## src/rtl/readout_accum.sv

```systemverilog
`default_nettype none
// ============================================================================
// Module      : readout_accum
// Description : Two-lane (I/Q) readout accumulator. Sums decoded +1/0/-1 codes
//               over a power-of-two window with saturation and offers each
//               window sum as a frame over a valid/ready handshake.
// Revision    : 1.0 - initial release
// ============================================================================
module readout_accum (
    input  logic        clk_master,
    input  logic        rstb,
    input  logic        ud_en,
    input  logic        sample_stb,
    input  logic [1:0]  read_out_I,
    input  logic [1:0]  read_out_Q,
    input  logic [2:0]  win_sel,
    input  logic        clr,
    input  logic        frame_ready,
    output logic        frame_valid,
    output logic [11:0] frame_I,
    output logic [11:0] frame_Q,
    output logic [3:0]  frame_seq,
    output logic        overrun,
    output logic        busy
);

    localparam logic [0:0] c_st_idle  = 1'b0;
    localparam logic [0:0] c_st_accum = 1'b1;

    logic [0:0]         r_state;
    logic [0:0]         w_state_nxt;
    logic signed [11:0] r_acc_i;
    logic signed [11:0] r_acc_q;
    logic signed [11:0] w_base_i;
    logic signed [11:0] w_base_q;
    logic [10:0]        r_cnt;
    logic [10:0]        w_last_idx;
    logic [2:0]         r_win_sel;
    logic               r_win_end;
    logic               w_win_done;
    logic [3:0]         r_seq_next;
    logic               w_xfer;
    logic               w_load;
    logic               w_drop;

    function automatic logic signed [11:0] sat_add(input logic signed [11:0] a,
                                                   input logic [1:0]         code);
        logic signed [12:0] d;
        logic signed [12:0] s;
        d = (code == 2'b01) ? 13'sd1 : ((code == 2'b11) ? -13'sd1 : 13'sd0);
        s = {a[11], a} + d;
        if (s > 13'sd2047)
            sat_add = 12'h7FF;
        else if (s < -13'sd2048)
            sat_add = 12'h800;
        else
            sat_add = s[11:0];
    endfunction

    // ---------------------------------------------------------------- FSM
    always_ff @(posedge clk_master or negedge rstb) begin
        if (!rstb)
            r_state <= c_st_idle;
        else
            r_state <= w_state_nxt;
    end

    always_comb begin
        w_state_nxt = r_state;
        case (r_state)
            c_st_idle:  if (ud_en)  w_state_nxt = c_st_accum;
            c_st_accum: if (!ud_en) w_state_nxt = c_st_idle;
            default:    w_state_nxt = c_st_idle;
        endcase
    end

    always_comb begin
        busy = (r_state == c_st_accum);
    end

    // ----------------------------------------------------------- datapath
    // Last sample index N-1 is a mask of (win_sel+4) ones.
    assign w_last_idx = ~(11'h7F0 << r_win_sel);
    assign w_win_done = (r_state == c_st_accum) && ud_en && sample_stb &&
                        (r_cnt == w_last_idx);

    // The finished sum is held one cycle for the frame register, so the new
    // window starts from zero on the following edge.
    assign w_base_i = r_win_end ? 12'sd0 : r_acc_i;
    assign w_base_q = r_win_end ? 12'sd0 : r_acc_q;

    always_ff @(posedge clk_master or negedge rstb) begin
        if (!rstb) begin
            r_acc_i   <= '0;
            r_acc_q   <= '0;
            r_cnt     <= '0;
            r_win_sel <= '0;
            r_win_end <= 1'b0;
        end else begin
            r_win_end <= w_win_done;
            if (r_state == c_st_idle || !ud_en) begin
                r_acc_i <= '0;
                r_acc_q <= '0;
                r_cnt   <= '0;
                if (r_state == c_st_idle && ud_en)
                    r_win_sel <= win_sel;
            end else begin
                if (r_win_end)
                    r_win_sel <= win_sel;
                if (sample_stb) begin
                    r_acc_i <= sat_add(w_base_i, read_out_I);
                    r_acc_q <= sat_add(w_base_q, read_out_Q);
                    r_cnt   <= w_win_done ? 11'd0 : r_cnt + 11'd1;
                end else begin
                    r_acc_i <= w_base_i;
                    r_acc_q <= w_base_q;
                end
            end
        end
    end

    // ------------------------------------------------------ frame output
    assign w_xfer = frame_valid & frame_ready;
    assign w_load = r_win_end & (~frame_valid | w_xfer);
    assign w_drop = r_win_end & frame_valid & ~frame_ready;

    always_ff @(posedge clk_master or negedge rstb) begin
        if (!rstb) begin
            frame_valid <= 1'b0;
            frame_I     <= '0;
            frame_Q     <= '0;
            frame_seq   <= '0;
            r_seq_next  <= '0;
            overrun     <= 1'b0;
        end else begin
            if (w_load) begin
                frame_valid <= 1'b1;
                frame_I     <= r_acc_i;
                frame_Q     <= r_acc_q;
                frame_seq   <= r_seq_next;
            end else if (w_xfer) begin
                frame_valid <= 1'b0;
            end

            if (clr)
                r_seq_next <= '0;
            else if (w_load)
                r_seq_next <= r_seq_next + 4'd1;

            // A drop on the same edge as clr leaves the flag set.
            if (w_drop)
                overrun <= 1'b1;
            else if (clr)
                overrun <= 1'b0;
        end
    end

endmodule
`default_nettype wire

```

## config.mk

```make
export PLATFORM = sky130hd
export DESIGN_NAME = readout_accum
export DESIGN_NICKNAME = d
export VERILOG_FILES = /design/src/rtl/readout_accum.sv
export SDC_FILE = /design/constraint.sdc
export NUM_CORES = 1
export LEC_CHECK = 0
export CORE_MARGIN = 10
export CORE_UTILIZATION = 40
export CTS_CLUSTER_SIZE = 14
export DETAILED_ROUTE_END_ITERATION = 7
export SYNTH_ARGS = -nofsm -noshare
export SYNTH_HDL_FRONTEND = slang
export SYNTH_SLANG_ARGS = --single-unit
```

## constraint.sdc

```tcl
create_clock -name clk_master -period 4.83 [get_ports clk_master]
set_clock_uncertainty 0.15 [all_clocks]
set_input_delay 0.7245 -clock clk_master [delete_from_list [all_inputs] [get_ports clk_master]]
set_output_delay 0.7245 -clock clk_master [all_outputs]
set_load 0.01 [all_outputs]
```

After elaboration in Yosys (flattened, before gate mapping) --
Index checks and enable logic that the tools add are counted.
Storage, ports and cells: bits in registers 74, logic and storage cells 75, output and inout bits 31, input port bits 13
Cells by class: shift-type cells 1, order comparisons 4, multiplexer cells 27, eq/ne operators 6, bitwise logic cells 9, add/sub/neg operators 4, reduce and logical (&&, ||, !) cells 12
Operator list (number):
- two-way mux 12 bit | 10
- two-way mux 13 bit | 4
- two-way mux 11 bit | 3
- adder 13 bit | 2
- > comparator 13 x 12 -> 1 bit (second input constant) | 2
- less-than comparator 13 x 12 -> 1 bit (second input constant) | 2
- adder 11 x 1 -> 11 bit (second input constant) | 1
- equality test 11 bit | 1
- inverter 11 bit | 1
- << shifter 11 x 3 -> 11 bit (first input constant) | 1
- nonzero test 2 bit | 5
- two-way mux 3 bit | 3
- two-way mux 4 bit | 2
- two-way mux 1 bit | 5
- adder 4 x 1 -> 4 bit (second input constant) | 1
- AND 1 bit | 4
- equality test 2 x 1 -> 1 bit (second input constant) | 2
- equality test 2 bit (second input constant) | 2
- logical AND 1 bit | 4
- inverter 1 bit | 3
- inequality test 2 x 1 -> 1 bit (second input constant) | 1
- AND reduction 2 bit | 1
- logical NOT 1 bit | 1
- logical OR 1 bit | 1
- OR 1 bit | 1

Depth between registers and ports, before layout --
Gate-level depths: netlist (run 1).
depth after elaboration 9, mapped depth 15

Worst setup path before layout (run 1) --
No wires, ideal clock.
path type register -> register, start point register r_win_end, end point register r_acc_q[10], required time 4549 ps, arrival time 3045 ps, setup time 131 ps, cell stages (with the launch flop) 16, setup slack 1504 ps, buffers on the path 5, cell sequence dfrtp_1 > buf_2 > buf_2 > buf_2 > buf_1 > nor2b_1 > ha_1 > ha_1 > clkbuf_1 > nor2_1 > a221oi_2 > a211o_1 > or4_1 > o2111ai_1 > and3_1 > o211ai_1
On the way: word-level cells in the longest chain between the ends 7, elaborated cells on any way between the ends 8, classes of those cells add/sub (1); order compare (2); mux (5)
RTL lines:
- from (decl) | line 39 | logic r_win_end;
- from (signal assigned) | line 100 | r_win_end <= w_win_done;
- two-way mux 12 bit * | line 90 | assign w_base_q = r_win_end ? 12'sd0 : r_acc_q;
- adder 13 bit | line 51 | s = {a[11], a} + d;
- less-than comparator 13 x 12 -> 1 bit | line 54 | else if (s < -13'sd2048)
- two-way mux 12 bit | line 54
- two-way mux 12 bit | line 52 | if (s > 13'sd2047)
- two-way mux 12 bit * | line 110 | if (sample_stb) begin
- two-way mux 12 bit * | line 101 | if (r_state == c_st_idle || !ud_en) begin
- to (signal assigned) | line 112 | r_acc_q <= sat_add(w_base_q, read_out_Q);
- to (signal assigned) | line 116 | r_acc_q <= w_base_q;
- to (decl) | line 33 | logic signed [11:0] r_acc_q;
Mark *: on every way between the ends. The rest lies on a longest branch, timed or not. A chain may end at the register's enable or synchronous reset.

Worst setup path in the final report (run 1) --
start point input read_out_Q[0], end point register r_acc_q[10]
On the way: word-level cells in the longest chain between the ends 9, elaborated cells on any way between the ends 11, classes of those cells add/sub (1); order compare (2); eq/ne (2); mux (6)
RTL lines:
- from (decl) | line 15 | input logic [1:0] read_out_Q,
- equality test 2 bit | line 50 | d = (code == 2'b01) ? 13'sd1 : ((code == 2'b11) ? -13'sd1 : 13'sd0);
- two-way mux 13 bit | line 50
- two-way mux 13 bit * | line 50
- adder 13 bit * | line 51
- less-than comparator 13 x 12 -> 1 bit | line 54
- two-way mux 12 bit | line 54
- two-way mux 12 bit * | line 52
- two-way mux 12 bit * | line 110
- two-way mux 12 bit * | line 101
Marked as above.

==> results of run 1 <==
[final cells by class]
type	instances	area, um^2	share of cell area
well taps	143	179	0.0325
inverters	6	22.5	0.00409
multi-input cells	403	2690	0.489
clock inverters	5	37.5	0.00682
clock buffers	11	253	0.0459
flip-flops and latches	74	1850	0.336
repair buffers	49	473	0.0859
[per-layer routing]
layer  part of all wire  track usage
met5                  0            0
met4              0.011       0.0515
met3              0.053       0.0357
met2               0.48        0.248
met1               0.46        0.197
[sequential cells by signal (all words and copies together) (netlist names)]
| name | flops |
|---|---|
| frame_Q | 12 |
| frame_valid | 1 |
| r_acc_q | 12 |
| r_win_end | 1 |
| frame_seq | 4 |
| r_seq_next | 4 |
| overrun | 1 |
| busy | 1 |
| frame_I | 12 |
| r_acc_i | 12 |
| r_win_sel | 3 |
| r_cnt | 11 |
[power by group]
part           internal, mW  switching (mW)
clock network         0.378           0.270
logic                 0.104           0.137
registers             0.635          0.0320
[final timing paths]
| kind | end | slack [ns] | cells past startpoint |
|---|---|---|---|
| setup reg to reg | r_acc_q[10] | 1.42 | 10 |
| min in group asynchronous | r_seq_next[3] | 0.39 | 1 |
| setup / recovery | r_acc_q[10] | 1.29 | 12 |
| hold reg to reg | frame_Q[1] | 0.36 | 1 |
| max in group asynchronous | r_acc_q[7] | 3.51 | 1 |
| hold / removal | frame_Q[1] | 0.36 | 1 |
[critical path: stages]
cell	delay (ns)
clkdlybuf4s50_1	0.57
nand2_1	0.08
buf_4	0.20
xnor2_1	0.18
ha_1	0.38
nand3_1	0.15
nor4_1	0.28
a21oi_1	0.13
nor2_1	0.27
nor3b_4	0.40
nand2_1	0.16
o211ai_1	0.13
[placed cells by master, fill, tap and decap left out, drive strengths merged, types with 9 or more instances in the layout]
cell	count
dfrtp	74
nand2	68
o21ai	45
clkdlybuf4s50	42
mux2	31
nor2	29
a21oi	28
nor3	21
nand3	16
nor2b	14
xnor2	11
clkbuf	11
maj3	10
and3	9
[cells by family (layout without fill, tap and decap cells)]
| kind of cell | after synthesis | after routing | synth area share |
|---|---|---|---|
| compound gates | 121 | 121 | 0.175 |
| fa+ha+maj | 16 | 16 | 0.0393 |
| mux | 37 | 37 | 0.0862 |
| xor+xnor | 19 | 19 | 0.0351 |
| buf+inv | 44 | 71 | 0.0425 |
| flops | 74 | 74 | 0.390 |
| simple gates | 210 | 210 | 0.232 |
[through the flow]
step | instances | hold WS (ns) | power [mW] | setup WS, ns | utilization
6_report | 691 | 0.356 | 1.55 | 1.29 | 0.478
3_5_place_dp | 675 | 0.346 | 0.915 | 1.02 | 0.453
3_3_place_gp | 675 | 0.337 | 0.913 | 1.07 | 0.453
5_1_grt | 691 | 0.375 | 1.63 | 0.869 | 0.478
4_1_cts | 691 | 0.360 | 1.58 | 1.34 | 0.478
2_1_floorplan | 521 | 0.279 | 0.854 | 1.50 | -
==> reports/results.txt, run 1 <==
max-slew violation count: 0
Syn Nets: 540
drt total wl: 12.2 mm
via count: 4,036
RSZ-0062 raised after global routing: no
Layout area overhead: 16.1%
CTS tree: yes
diodes inserted: 0
synth top area cells: dfrtp_1, mux2_2, nand2_1
initial drt markers: 354
GR Overflow Total: 0
Leak: 2.34 nW
hold crit path type: register to register
via/cell ratio: 5.84
Syn Inst Count: 521
layout cell share with drive strength beyond 1: 0.159
DPL Wire Length: 8.34 mm
area leader, netlist: dfrtp_1
H-tree depth: 3
clk buf depth: 2
Startpoint Class: input pin
DRT Pass-1 Iters: 5
hold wc startpoint: frame_Q[1]
Post-synth EDFFs: 0
initial antenna violation count: 0
net count reported at finish: 562
number of max-cap violations: 0
crit path from: read_out_Q[0]
Synth top area share: 0.390
Antenna Nets Post-Route: 0
design area: 5510 um^2
root buf cell: clkbuf_16
warnings from Yosys: 0
CTS buffer count: 9
min cycle time layout: 3.54 ns
gpl congestion: 0.879
status: finished clean
CP Capture Type: register
Core ar.: 11,500 um^2
Hold Fails Final Rpt: 0
Rel. slew slack: 0.351
Port Buf Inserts: 43
Top-Level Pins: 44
Final Cycle Share: 0.733
Reg-to-Reg Start: r_win_end
Hold-fix buffers, CTS: 0
# rows: 39
Die Wd: 129 um
WS Path Type: input pin to register
worst-margin pin slew: 0.974 ns
worst-path maximum fanout: 16
Arr. time, crit path: 3.64 ns
Synth Flop Type: dfrtp_1
share of async-settable or async-resettable flops after synthesis: 1.00
Syn Std Cell Area: 4740 um^2
fmax: 283 MHz
post-cts repair resize count: 0
vias in the first global route: 3,980
flops & latches, synth: 74
first-pass GRT wire length: 20.9 mm
worst skew pair latency: 0.33 ns
CTS clk-pin slew, worst paths: 0.06 ns
Setup violations, final: 0
pin count of the biggest net entering global routing: 75
Worst IR Drop VDD: 133 uV
Final TNS setup: 0 ns
die area: 16,600 um^2
PD cells: 282 nW/um^2
DR DRC count: 0
Seq/Total Area, Yosys: 0.390
Initial Utilization: 0.412
Synth cell types: 72
worst path required time: 4.93 ns
setup bufs post-CTS: 0
Fill cells: 1,099
syn avg cell area: 9.11 um^2
top post-synthesis cells by count: dfrtp_1, nand2_1, o21ai_0, mux2_2, nor2_1
most numerous cell in the Yosys netlist: dfrtp_1
clk sinks: 74
die height: 129 um
all-layer global routing usage: 0.153
Area after DPL: 5220 um^2
average wire per standard cell: 17.7 um
Note: power is estimated with default switching activity, not from simulation.
==> run 2, diff against run 1 <==
clock period = 3.15 ns   (was 4.83 ns; I/O delays follow)
==> reports/results.txt, run 2 (same netlist as run 1, synthesis figures left out) <==
status: finished clean
clk sinks: 74 (unchanged)
net count reported at finish: 582 (+3.6%)
layout cell share with drive strength beyond 1: 0.188 (+0.0296)
CP Capture Type: register
Antenna Nets Post-Route: 0 (unchanged)
DR DRC count: 0 (unchanged)
Hold-fix buffers, CTS: 0 (unchanged)
clk buf depth: 2 (unchanged)
Setup violations, final: 0 (unchanged)
worst-path maximum fanout: 9 (-7)
initial antenna violation count: 0 (unchanged)
clock share of power: 0.463 (+0.047)
Startpoint Class: register
# rows: 39 (unchanged)
RSZ-0062 raised after global routing: no
setup ws final: 0.373 ns (-0.917 ns)
average wire per standard cell: 17.3 um (-2.3%)
setup bufs post-CTS: 0 (unchanged)
Port Buf Inserts: 43 (unchanged)
CTS tree: yes
post-cts repair resize count: 0 (unchanged)
Rel. slew slack: 0.375 (+0.0246)
via count: 4,118 (+2.0%)
gpl congestion: 0.906 (+3.0%)
vias in the first global route: 4,030 (+1.3%)
Area after DPL: 5370 um^2 (+2.9%)
Top-Level Pins: 44 (unchanged)
max-slew violation count: 0 (unchanged)
via/cell ratio: 5.79 (-0.84%)
initial drt markers: 378 (+6.8%)
sw frac: 0.264 (-0.0183)
GR Overflow Total: 0 (unchanged)
drt total wl: 12.3 mm (+0.54%)
Die Wd: 129 um (unchanged)
DPL Wire Length: 8.75 mm (+4.9%)
DRT Pass-1 Iters: 5 (unchanged)
Initial Utilization: 0.412 (unchanged)
worst skew pair latency: 0.34 ns (about the same)
Hold Slack: 0.126 ns (-0.230 ns)
diodes inserted: 0 (unchanged)
switching pwr: 0.691 mW (+58%)
all-layer global routing usage: 0.152 (-0.00117)
part of the power in registers: 0.390 (-0.039)
R2R setup slack: 0.37 ns (-1.05 ns)
Final TNS setup: 0 ns (unchanged)
root buf cell: clkbuf_16
Int Power: 1.93 mW (+73%)
Core ar.: 11,500 um^2 (unchanged)
utilization after layout: 0.497 (+0.0183)
design area: 5720 um^2 (+3.8%)
CTS buffer count: 9 (unchanged)
pin count of the biggest net entering global routing: 75 (unchanged)
die height: 129 um (unchanged)
PD cells: 458 nW/um^2 (+62%)
commonest cells after routing, fill and taps aside: dfrtp_1, nand2_1, clkdlybuf4s50_1
Layout area overhead: 20.5%
first-pass GRT wire length: 20.7 mm (-0.83%)
Arr. time, crit path: 2.87 ns (-0.77 ns)
worst-margin pin slew: 0.937 ns (-0.0369 ns)
Final Cycle Share: 0.881
hold crit path type: input pin to async pin
fmax: 360 MHz
Worst IR Drop VDD: 264 uV (+98%)
combinational share of power: 0.147 (-0.008)
die area: 16,600 um^2 (unchanged)
worst r2r dst: r_acc_q[4]
Reg-to-Reg Start: r_acc_q[1]
worst path required time: 3.24 ns (-1.69 ns)
Leak: 2.48 nW (+5.7%)
cells on worst reg2reg path: 11 (+1)
WS Path Type: register to register
commonest non-fill, non-tap cell in the layout: dfrtp_1
Hold Fails Final Rpt: 0 (unchanged)
Place WS: 0.0320 ns (-0.993 ns)
H-tree depth: 3 (unchanged)
CTS clk-pin slew, worst paths: 0.07 ns (about the same)
min cycle time layout: 2.78 ns
number of max-cap violations: 0 (unchanged)
## run 2: final cells by class
class | instances | area (um^2)
well taps | 143 | 179
flip-flops and latches | 74 | 1850
inverters | 6 | 22.5
repair buffers | 69 | 623
fillers | 1096 | 5800
clock inverters | 7 | 125
clock buffers | 9 | 225
multi-input cells | 403 | 2690
## run 2: power groups by stage
stage               Combinational [mW]  Sequential (mW)  Clock (mW)
floorplan                        0.302             1.01           0
global placement                 0.377             1.04           0
detailed placement               0.385             1.04           0
CTS                              0.388             1.02        1.24
global route                     0.431             1.03        1.28
finish                           0.386             1.02        1.21
## run 2: critical path, stage by stage (launching register included)
cell and delay, ns:
dfrtp_1 0.54, nor2b_1 0.25, xnor2_1 0.15, ha_1 0.28, nand3_1 0.12, nor4_1 0.29, a21oi_1 0.13, nor2_1 0.16
nor3b_4 0.19, buf_4 0.18, a21oi_1 0.05, o21ai_0 0.19
## run 2: through the flow
stage               cells  total power [mW]
floorplan             521              1.31
global placement      695              1.42
detailed placement    695              1.42
CTS                   711              2.65
global route          711              2.74
finish                711              2.62
## run 2: worst max path at each step
stage,startpoint,endpoint,slack (ns),cells past startpoint
after floorplan,r_win_end,r_acc_q[10],0.01,15
after global placement,read_out_Q[0],r_acc_q[10],0.1,11
after detailed placement,read_out_Q[0],r_acc_q[4],0.03,11
after CTS,r_acc_q[1],r_acc_q[4],0.38,11
after global routing,read_out_Q[0],r_acc_q[9],0.08,10
final,r_acc_q[1],r_acc_q[4],0.37,11
## run 2: metal layers
layer / share of wire / vias up / global-route usage
li1: - / 1959 / -
met1: 0.46 / 2047 / 0.200
met2: 0.48 / 101 / 0.250
met3: 0.051 / 11 / 0.0329
met4: 0.011 / 0 / 0.0355
met5: 0 / - / 0
